<file path="src/rtl/wb_commit_queue.sv">
// Write-back commit queue: buffers MEM/WB register writes and drains one per cycle to the regfile.
// Optional pending-write bypass lookup for decode is enabled with `define WB_BYPASS_EN.
module wb_commit_queue #(
    parameter int         DATA_W = 64,
    parameter int         DEPTH  = 4,
    parameter logic [4:0] ZR_IDX = 5'd31
) (
    input  logic                       clk,
    input  logic                       rst_n,
    input  logic                       in_valid,
    output logic                       in_ready,
    input  logic                       in_reg_write,
    input  logic [4:0]                 in_rd,
    input  logic [DATA_W-1:0]          in_data,
    input  logic                       wb_stall,
    output logic                       wb_reg_write,
    output logic [4:0]                 wb_register,
    output logic [DATA_W-1:0]          wb_data,
    output logic [$clog2(DEPTH):0]     count,
    input  logic [4:0]                 byp_rs1,
    input  logic [4:0]                 byp_rs2,
    output logic                       byp_hit1,
    output logic                       byp_hit2,
    output logic [DATA_W-1:0]          byp_data1,
    output logic [DATA_W-1:0]          byp_data2
);
    localparam int AW = $clog2(DEPTH);
    localparam int PW = AW + 1;

    typedef struct packed {
        logic [4:0]        rd;
        logic [DATA_W-1:0] data;
    } wb_ent_t;

    wb_ent_t        mem [DEPTH];
    logic [PW-1:0]  wr_ptr, rd_ptr;
    logic           full, push, pop;

    assign count    = wr_ptr - rd_ptr;
    assign full     = (wr_ptr[AW-1:0] == rd_ptr[AW-1:0]) && (wr_ptr[PW-1] != rd_ptr[PW-1]);
    assign in_ready = !full;
    // Non-writing and XZR requests complete the handshake but never occupy an entry.
    assign push     = in_valid && in_ready && in_reg_write && (in_rd != ZR_IDX);
    assign pop      = (count != '0) && !wb_stall;

    always_ff @(posedge clk or negedge rst_n) begin
        if (!rst_n) begin
            wr_ptr       <= '0;
            rd_ptr       <= '0;
            wb_reg_write <= 1'b0;
            wb_register  <= '0;
            wb_data      <= '0;
        end else begin
            if (push) wr_ptr <= wr_ptr + 1'b1;
            wb_reg_write <= pop;
            if (pop) begin
                rd_ptr      <= rd_ptr + 1'b1;
                wb_register <= mem[rd_ptr[AW-1:0]].rd;
                wb_data     <= mem[rd_ptr[AW-1:0]].data;
            end
        end
    end

    always_ff @(posedge clk) begin
        if (push) mem[wr_ptr[AW-1:0]] <= '{rd: in_rd, data: in_data};
    end

`ifdef WB_BYPASS_EN
    for (genvar p = 0; p < 2; p++) begin : g_byp
        logic [4:0]        rs;
        logic              hit;
        logic [DATA_W-1:0] hdata;
        logic [AW-1:0]     idx;

        assign rs = (p == 0) ? byp_rs1 : byp_rs2;

        // Scan oldest to youngest so the last match (youngest) wins; output stage is oldest of all.
        always_comb begin
            hit   = 1'b0;
            hdata = '0;
            idx   = '0;
            if (rs != ZR_IDX) begin
                if (wb_reg_write && (wb_register == rs)) begin
                    hit   = 1'b1;
                    hdata = wb_data;
                end
                for (int i = 0; i < DEPTH; i++) begin
                    idx = rd_ptr[AW-1:0] + AW'(i);
                    if ((PW'(i) < count) && (mem[idx].rd == rs)) begin
                        hit   = 1'b1;
                        hdata = mem[idx].data;
                    end
                end
            end
        end
    end

    assign byp_hit1  = g_byp[0].hit;
    assign byp_hit2  = g_byp[1].hit;
    assign byp_data1 = g_byp[0].hdata;
    assign byp_data2 = g_byp[1].hdata;
`else
    logic unused_byp;
    assign unused_byp = ^{byp_rs1, byp_rs2};
    assign byp_hit1   = 1'b0;
    assign byp_hit2   = 1'b0;
    assign byp_data1  = '0;
    assign byp_data2  = '0;
`endif
endmodule

</file>
<file path="config.mk">
export PLATFORM = sky130hd
export DESIGN_NAME = wb_commit_queue
export DESIGN_NICKNAME = d
export VERILOG_FILES = /design/src/rtl/wb_commit_queue.sv
export SDC_FILE = /design/constraint.sdc
export NUM_CORES = 1
export LEC_CHECK = 0
export CORE_MARGIN = 2
export CORE_UTILIZATION = 55
export DETAILED_ROUTE_END_ITERATION = 12
export HOLD_SLACK_MARGIN = 0.05
export MAX_ROUTING_LAYER = met4
export PLACE_DENSITY = 0.82
export SETUP_SLACK_MARGIN = 0.5
export SLEW_MARGIN = 20
export SYNTH_ARGS = -nofsm -noshare
export SYNTH_HDL_FRONTEND = slang
export SYNTH_SLANG_ARGS = --single-unit
</file>
<file path="constraint.sdc">
create_clock -name clk -period 7.5 [get_ports clk]
set_input_delay 1.125 -clock clk [delete_from_list [all_inputs] [get_ports clk]]
set_output_delay 1.125 -clock clk [all_outputs]
set_load 0.01 [all_outputs]
</file>
After elaboration in Yosys (flattened, before gate mapping) --
Memories as Yosys holds them, arrays and structs flattened. A register that Yosys moved wholly into a read port is not among the register bits. Cells that the tools add are included.
Word-level totals: flip-flop bits (word level) 7, bits in latches 0, memories 1, bits in read-only memories 0, memory bits (writable) 276, input port bits 84
Memory list:
- mem | depth 4, bits a word 69, rd ports 1, clocked after memory_dff 1, wr ports 1, RTL line 35 | wb_ent_t mem [DEPTH];
Operators by class: multiplexer cells 2, magnitude comparators 0, shift-type cells 0, add/subtract/negate cells 3, multipliers 0, reduce and logical (&&, ||, !) cells 9, equality and inequality tests 3, bitwise operators 0, div/mod/pow operators 0
Operators by type and width (count):
- 3-bit by 1-bit adder with 3-bit output, second input constant | 2
- 1-bit logical AND | 5
- 5-bit inequality test, second input constant | 1
- 1-bit logical NOT | 3
- 3-bit nonzero test | 1
- 3-bit subtractor | 1
- 2-bit equality test | 1
- 1-bit 2-to-1 mux | 2
- 1-bit inequality test | 1

Longest topological paths before layout --
Gate-level depths: netlist of the first run.
depth in word-level cells 8, depth in mapped cells 9, depth with buffers taken out 7

Least setup slack after synthesis of the first run --
No wires, ideal clock.
path kind register -> register, start register rd_ptr[1], end memory mem[0][0] (netlist name) (enable), buffers on the path 2, cell stages (with the launch flop) 8, arrival 3.378 ns, slack 3.687 ns, cells stage by stage dfrtp_1 clkbuf_1 clkbuf_1 inv_1 ha_1 a32oi_1 and3_1 and2_1
Between the ends: longest elaborated chain between the ends 8
RTL lines:
- from (decl) | RTL line 36 | logic [PW-1:0] wr_ptr, rd_ptr;
- from (signal assigned) | RTL line 57 | rd_ptr <= rd_ptr + 1'b1;
- 2-bit equality test | RTL line 40 | assign full = (wr_ptr[AW-1:0] == rd_ptr[AW-1:0]) && (wr_ptr[PW-1] != rd_ptr[PW-1]);
- 1-bit logical AND | RTL line 40
- 1-bit logical NOT | RTL line 41 | assign in_ready = !full;
- 1-bit logical AND (3 in a row) | RTL line 43 | assign push = in_valid && in_ready && in_reg_write && (in_rd != ZR_IDX);
- 1-bit 2-to-1 mux | RTL line 65 | if (push) mem[wr_ptr[AW-1:0]] <= '{rd: in_rd, data: in_data};
- 1-bit 2-to-1 mux (not written as such) | RTL line 65
- to (decl) | RTL line 35
Every way passes these cells.

Final worst setup path of the first run --
start register rd_ptr[0], end output port count[2]
Between the ends: longest elaborated chain between the ends 1
RTL lines:
- 3-bit subtractor | RTL line 39 | assign count = wr_ptr - rd_ptr;
- to (decl) | RTL line 19 | output logic [$clog2(DEPTH):0] count,
Every way passes these cells.

==> flow_summary.yaml, run 1 <==
outcome:
  status: "finished clean"
clock_network:
  post_cts_buffers: 0
  cts_root_buf: "clkbuf_16"
  cts_sinks: 352
  numCtsBuffers: 37
  ctsResizeCount: 0
  cts_tree: "built"
  hold_buffers: 0
  htree_levels: 2
  cts.clk_slew.worst_paths_ps: 60
  clock_latency_ps: 520
  clockBufferDepth: 3
power:
  seqPwrFrac: 0.409
  switching_share: 0.273
  p_switching_uw: 1860
  irDropWorstVdd_v: 0.000298
  cellPowerDensity_nw_per_um2: 405
  p_int_uw: 4940
  p_leak_uw: 0.00620
  combinationalPowerShare: 0.325
  clkPwrFrac: 0.266
place:
  gp_congestion: 0.746
  place_hpwl_mm: 14.2
  dp_slack_ps: 3220
  port_buffers: 147
worst_setup_path:
  end_kind: "output port"
  critPathArrivalTime_ps: 3200
  crit_required_ps: 6380
  r2r_cells: 7
  start_kind: "flop"
  criticalPathCategory: "reg -> out"
  cp_max_fo: 43
routing:
  via_count: 6241
  drt_iter0_markers: 468
  vias_per_cell: 5.15
  first_pass_iters: 4
  totalWireLength_mm: 24.7
  wl_per_cell_um: 20.4
  ant_nets: 0
  drc: 0
floorplanning:
  ios: 288
  dieWidth_um: 165
  std_cell_rows: 58
  die_y_um: 165
  start_util: 0.564
  core-area_um2: 25300
  fp.dieArea_um2: 27300
global_route:
  grt_antenna_before_repair: 2
  grt.total_usage: 0.191
  first_global_vias: 6541
  grt_overflow: 0
  grt_pass1_wl_mm: 37.3
  grt_max_degree: 73
sta:
  max_freq_ghz: 0.231
  rsz0062_at_grt: "false"
  worst_pin_slew_ps: 939
  max_slew_margin: 0.374
  setup_viol: 0
  post-route-period-util: 0.577
  fin_crit_ps: 4320
  finalHoldViolCount: 0
  setup_tns_ps: 0
  worst_clock_skew_ps: 16.5
  report.final.slew_viol_count: 0
  setup_slack_ps: 3180
synth:
  yosys.area.top_type: "edfxtp_1"
  synth_top_area_share: 0.580
  ys_ff_latch: 352
  yosysWarnings: 0
  ys_seq_area_frac: 0.713
  syn_avg_cell_area_um2: 21.0
  synthTopCellsByCount: "276 x edfxtp_1, 130 x buf_4, 76 x dfrtp_1, 69 x mux4_2, 68 x mux2_4"
  syn_inst: 680
  synth_edf_count: 276
  syn_area_um2: 14300
  synthTopCellsByArea: "edfxtp_1 58%, dfrtp_1 13%, mux4_2 11%"
  yosys.cell_count.top_type: "edfxtp_1"
  synth_cell_types: 26
  ys_dominant_reg_cell: "edfxtp_1"
  synthArstFlopShare: 0.216
job:
  drv_cap: 0
final_layout:
  drive_gt1_frac: 0.237
  area_growth_pct: 17.7
  layout.nets: 942
hold_path:
  hp-class: "reg -> reg"
  hold_depth: 1
[layout by cell type, fill, tap and decap left out, types with 2 or more instances in the layout]
master	n
bufinv_16	4
dfrtp_4	2
clkbuf_1	13
clkbuf_16	38
and2_4	3
edfxtp_1	276
buf_16	3
inv_1	5
mux4_2	69
diode_2	2
conb_1	130
mux2_2	2
clkdlybuf4s50_1	146
xor2_1	5
clkinv_1	3
mux2_4	68
mux2_1	2
ha_1	7
buf_4	7
dfrtp_1	74
clkinv_2	7
[through the flow]
stage | total power, uW | hold WS [ps] | cell area, um2 | std cells | utilization
after detailed placement | 5050 | 493 | 15500 | 1138 | 0.612
after global routing | 7120 | 524 | 16800 | 1211 | 0.664
after CTS | 6880 | 507 | 16700 | 1206 | 0.661
after global placement | 4980 | 473 | 15500 | 1138 | 0.612
after floorplan | 4340 | 497 | 14800 | 809 | -
final | 6800 | 502 | 16800 | 1211 | 0.664
[area by class of cell]
cell class,instances,area (um2)
Multi-Input combinational cell,298,3370
Timing Repair Buffer,156,1600
Inverter,5,18.8
Tap cell,330,413
Clock buffer,52,1010
Antenna cell,2,5.00
Sequential cell,352,10200
Clock inverter,16,203
Fill cell,1654,8510
[cell families after synthesis]
group,count (synthesis),share of synthesized area
buf+inv,159,0.0857
other cells,1,0.000263
simple gates,10,0.00429
mux,141,0.183
compound gates,3,0.00166
xor+xnor,6,0.00368
fa+ha+maj,8,0.00753
flops,352,0.713
[routing by layer]
metal | part of all wire | track usage
met5 | 0 | -
met4 | 0.019 | 0.0538
met3 | 0.061 | 0.0412
met2 | 0.52 | 0.317
met1 | 0.40 | 0.240
[worst max-delay path, stage by stage (launching register included)]
cell	delay, ps
dfrtp_4	1040
ha_1	330
fa_1	190
xor2_1	220
xor2_1	280
clkdlybuf4s50_1	620
[state kept, by name, summed over array words and instances, names as in the netlist]
| signal | count |
|---|---|
| wr_ptr | 3 |
| wb_register | 5 |
| wb_reg_write | 1 |
| mem | 276 |
| rd_ptr | 3 |
| wb_data | 64 |
[power groups by stage]
stage	combinational [uW]	sequential (uW)	clock, uW
floorplan	1540	2800	0
global placement	2160	2810	0
detailed placement	2230	2820	0
CTS	2230	2800	1850
global route	2360	2830	1930
finish	2210	2780	1810
[worst paths after layout]
path / slack (ps) / end / startpoint
setup / recovery: 3180 / count[2] / rd_ptr[0]
hold / removal: 500 / wb_data[6] / wb_data[6]
setup reg to reg: 3290 / wb_data[5] / rd_ptr[0]
hold reg to reg: 500 / wb_data[6] / wb_data[6]
max in group asynchronous: 5790 / rd_ptr[1] / rst_n
min in group asynchronous: 580 / wb_data[6] / rst_n
Power figures use the tool's default switching activity.
==> run 2: changes to the inputs <==
--- a/config.mk
+++ b/config.mk
@@ -6,11 +6,11 @@
 export NUM_CORES = 1
 export LEC_CHECK = 0
 export CORE_MARGIN = 2
-export CORE_UTILIZATION = 55
+export CORE_UTILIZATION = 52
 export DETAILED_ROUTE_END_ITERATION = 12
 export HOLD_SLACK_MARGIN = 0.05
 export MAX_ROUTING_LAYER = met4
-export PLACE_DENSITY = 0.82
+export PLACE_DENSITY = 0.78
 export SETUP_SLACK_MARGIN = 0.5
 export SLEW_MARGIN = 20
 export SYNTH_ARGS = -nofsm -noshare
==> constraint.sdc (replaced) <==
create_clock -name clk -period 4.4 [get_ports clk]
set_input_delay 0.66 -clock clk [delete_from_list [all_inputs] [get_ports clk]]
set_output_delay 0.66 -clock clk [all_outputs]
set_load 0.01 [all_outputs]
==> flow_summary.yaml, run 2 (synthesis results as in run 1) <==
clock_network:
  cts_root_buf: "clkbuf_16"
  post_cts_buffers: 0
  cts_sinks: 352
  ctsResizeCount: 0
  clockBufferDepth: 3
  numCtsBuffers: 37
  cts.clk_slew.worst_paths_ps: 60
  hold_buffers: 0
  clock_latency_ps: 520
  cts_tree: "built"
  htree_levels: 2
place:
  place_hpwl_mm: 14.9
  placed_cells: 1156
  dp_slack_ps: 1180
  gp_congestion: 0.714
  port_buffers: 147
floorplanning:
  start_util: 0.530
  fp.dieArea_um2: 28800
  die_y_um: 170
  std_cell_rows: 60
  ios: 288
  dieWidth_um: 170
  core-area_um2: 27000
routing:
  ant_nets: 0
  wl_per_cell_um: 20.3
  drc: 0
  first_pass_iters: 4
  totalWireLength_mm: 24.9
  vias_per_cell: 5.11
  drt_iter0_markers: 377
  via_count: 6255
final_layout:
  final_common_cell: "edfxtp_1"
  area_growth_pct: 17.5
  layout.nets: 946
  layout.cells.non_filler: 1223
  drive_gt1_frac: 0.236
  fin_util: 0.623
  diodes: 0
  largest_register_ffs: 276
  layout_common_cells: "276 x edfxtp_1, 146 x clkdlybuf4s50_1, 130 x conb_1, 74 x dfrtp_1, 69 x mux4_2"
sta:
  hold_ws_ps: 191
  setup_tns_ps: 0
  report.final.slew_viol_count: 0
  fin_crit_ps: 3310
  worst_clock_skew_ps: 23.8
  setup_slack_ps: 1090
  max_freq_ghz: 0.302
  setup_viol: 0
  rsz0062_at_grt: "false"
  post-route-period-util: 0.751
  worst_pin_slew_ps: 1080
  max_slew_margin: 0.281
  finalHoldViolCount: 0
outcome:
  status: "finished clean"
worst_setup_path:
  crit_required_ps: 3740
  cp_max_fo: 4
  start_kind: "flop"
  criticalPathCategory: "reg -> out"
  critPathArrivalTime_ps: 2650
  end_kind: "output port"
hold_path:
  hp-class: "in -> async"
power:
  p_leak_uw: 0.00618
  cellPowerDensity_nw_per_um2: 683
  irDropWorstVdd_v: 0.000449
global_route:
  met3_usage: 0.0429
  grt_use_met1: 0.210
  grt_overflow: 0
  grt.total_usage: 0.179
  first_global_vias: 6473
  gr-usage-met2: 0.313
  grt_pass1_wl_mm: 37.5
  grt_max_degree: 72
  grt_antenna_before_repair: 0
  busiest_layer: "met2"
job:
  drv_cap: 0
## run 2: changes by cell type in the layout (fill, tap and decap cells not counted), moves of 2 or more
cell       delta
buf_12        +4
buf_16        -3
buf_4         +3
clkbuf_1      +3
clkinv_2      -3
bufinv_16     -2
diode_2       -2
## run 2: cell type report
class / instances / area [um2]
clock buffer: 56 / 1040
tap: 341 / 427
timing repair buffer: 160 / 1620
clock inverter: 11 / 116
fill: 1826 / 10200
multi-input combinational: 298 / 3370
sequential: 352 / 10200
inverter: 5 / 18.8
## run 2: metal layers
| layer | share of wire | wire length, um |
|---|---|---|
| met1 | 0.39 | 9690 |
| met2 | 0.53 | 13100 |
| met3 | 0.063 | 1570 |
| met4 | 0.020 | 501 |
| met5 | 0 | 0 |
## run 2: metrics by stage
stage / area [um2] / total power (uW)
finish: 16800 / 11500
global route: 16800 / 12000
CTS: 16800 / 11600
detailed placement: 15600 / 8660
global placement: 15600 / 8580
floorplan: 14800 / 7400
## run 2: worst max-delay path: stages, from the launching register on
cell and delay [ps]:
dfrtp_1 380, inv_1 110, ha_1 220, fa_1 370
xor2_1 210, xor2_1 240, clkdlybuf4s50_1 610
## run 2: path summary, 6_finish.rpt
path	startpoint	to	slack (ps)	depth (start not counted)
min	rst_n	wb_data[47]	190	1
max reg2reg	wr_ptr[0]	wb_data[4]	1510	8
min in group clk	wb_data[5]	wb_data[5]	500	1
max	wr_ptr[0]	count[2]	1090	6
max in group asynchronous	rst_n	wb_data[9]	3230	2
min reg2reg	wb_data[5]	wb_data[5]	500	1
## run 2: report_power, final
group	switching [uW]	internal (uW)	leakage (uW)	total (uW)
Clock	1170	1750	0.000562	2920
Combinational	1660	2270	0.00223	3920
Sequential	299	4310	0.00339	4610
Total	3130	8330	0.00618	11500
==> run 3: changes to the inputs <==
==> constraint.sdc (replaced) <==
create_clock -name clk -period 3.1 [get_ports clk]
set_input_delay 0.465 -clock clk [delete_from_list [all_inputs] [get_ports clk]]
set_output_delay 0.465 -clock clk [all_outputs]
set_load 0.01 [all_outputs]
==> flow_summary.yaml, run 3 (synthesis results as in run 1) <==
clock_network:
  clockBufferDepth: 3
  htree_levels: 2
  cts_root_buf: "clkbuf_16"
  cts.clk_slew.worst_paths_ps: 60
  clock_latency_ps: 520
  cts_sinks: 352
  numCtsBuffers: 37
  cts_tree: "built"
sta:
  finalHoldViolCount: 0
  worst_pin_slew_ps: 1090
  worst_clock_skew_ps: 20.1
  fin_crit_ps: 2640
  setup_tns_ps: 0
  setup_viol: 0
  report.final.slew_viol_count: 0
  max_slew_margin: 0.270
  post-route-period-util: 0.853
  max_freq_ghz: 0.378
  rsz0062_at_grt: "true"
routing:
  wl_per_cell_um: 20.2
  drt_iter0_markers: 331
  via_count: 6356
  first_pass_iters: 4
  totalWireLength_mm: 25.1
  drc: 0
  vias_per_cell: 5.12
  ant_nets: 0
final_layout:
  regArea_um2: 10200
  final_common_cell: "edfxtp_1"
  layout.nets: 965
  largest_register_ffs: 276
  fill_cells: 1794
  drive_gt1_frac: 0.255
  area_growth_pct: 19.3
  layout_common_cells: "276 x edfxtp_1, 144 x clkdlybuf4s50_1, 130 x conb_1, 74 x dfrtp_1, 69 x mux4_2"
  layout.cells.non_filler: 1242
  multiInputGateArea_um2: 3390
  fin_util: 0.632
  diodes: 0
worst_setup_path:
  critPathArrivalTime_ps: 2180
  r2r_cells: 9
  end_kind: "output port"
  criticalPathCategory: "reg -> out"
  crit_required_ps: 2630
  r2r_start: "rd_ptr[0]"
  r2r_end: "wb_data[6]"
  reg2reg_slack_ps: 550
  start_kind: "flop"
  cp_max_fo: 2
floorplanning:
  dieWidth_um: 170
  start_util: 0.530
  die_y_um: 170
  fp.dieArea_um2: 28800
  core-area_um2: 27000
  ios: 288
  std_cell_rows: 60
power:
  cellPowerDensity_nw_per_um2: 973
  irDropWorstVdd_v: 0.000626
  p_leak_uw: 0.00630
place:
  gp_congestion: 0.703
  port_buffers: 147
  placed_cells: 1161
  place_hpwl_mm: 14.9
global_route:
  first_global_vias: 6632
  grt.total_usage: 0.182
  grt_pass1_wl_mm: 38.2
  grt_antenna_before_repair: 0
  grt_max_degree: 72
  grt_overflow: 0
job:
  drv_cap: 0
hold_path:
  hp-class: "in -> async"
outcome:
  status: "finished clean"
[run 3: cell count changes in the layout (fill, tap and decap cells not counted), sizes merged]
cell           delta
buf              +19
bufinv            -2
clkbuf            +5
clkdlybuf4s50     -2
clkinv            -4
clkinvlp          +1
dlygate4sd2       +1
dlygate4sd3       +1
[run 3: area by class of cell]
cell class	count	area share
Sequential cell	352	0.598
Multi-Input combinational cell	298	0.199
Timing Repair Buffer	179	0.110
Clock buffer	61	0.0626
Tap cell	341	0.0250
Clock inverter	6	0.00345
Inverter	5	0.00110
[run 3: critical path, cell delays in order (launching register included)]
cell,delay [ps]
dfrtp_4,480
ha_4,160
fa_2,370
xor2_2,190
xor2_1,240
buf_2,200
[run 3: worst max-delay path by stage]
stage | from | endpoint | slack, ps | cells past startpoint
after floorplan | rd_ptr[1] | mem[0][0] | 500 | 7
after global routing | rd_ptr[0] | count[2] | 380 | 5
after global placement | in_rd[4] | mem[0][26] | 400 | 6
final | rd_ptr[0] | count[2] | 460 | 5
after detailed placement | wr_ptr[0] | wb_data[55] | 360 | 8
after CTS | wr_ptr[0] | count[2] | 380 | 6
[run 3: metrics by stage]
stage / area (um2) / setup slack (ps) / hold WS [ps] / power (uW)
detailed placement: 15700 / 363 / 472 / 12300
finish: 17000 / 455 / 452 / 16600
CTS: 17000 / 378 / 457 / 16700
global placement: 15700 / 400 / 469 / 12200
global route: 17000 / 383 / 504 / 17300
floorplan: 14800 / 500 / 169 / 10500
[run 3: power by group]
group | internal, uW | switching, uW | leakage, uW | total (uW)
sequential | 6120 | 431 | 0.00339 | 6550
clock | 2370 | 1700 | 0.000542 | 4070
combinational | 3500 | 2460 | 0.00237 | 5960
total | 12000 | 4590 | 0.00630 | 16600
[run 3: repair_timing]
item                                   in CTS  in global routing
gates resized for setup                     8                  4
setup endpoints to repair                  63                 74
buffers inserted                            6                  6
hold buffers                                1                  0
cloned                                      1                  0
endpoints found under the hold margin      33                  0
pin swaps                                   2                  1
[run 3: layer usage]
metal | routed length (um) | up-vias | global-route usage
met2 | 12800 | 227 | 0.301
met5 | 0 | - | -
met1 | 10400 | 3336 | 0.231
met4 | 461 | 0 | 0.0479
met3 | 1440 | 38 | 0.0396
li1 | - | 2755 | -
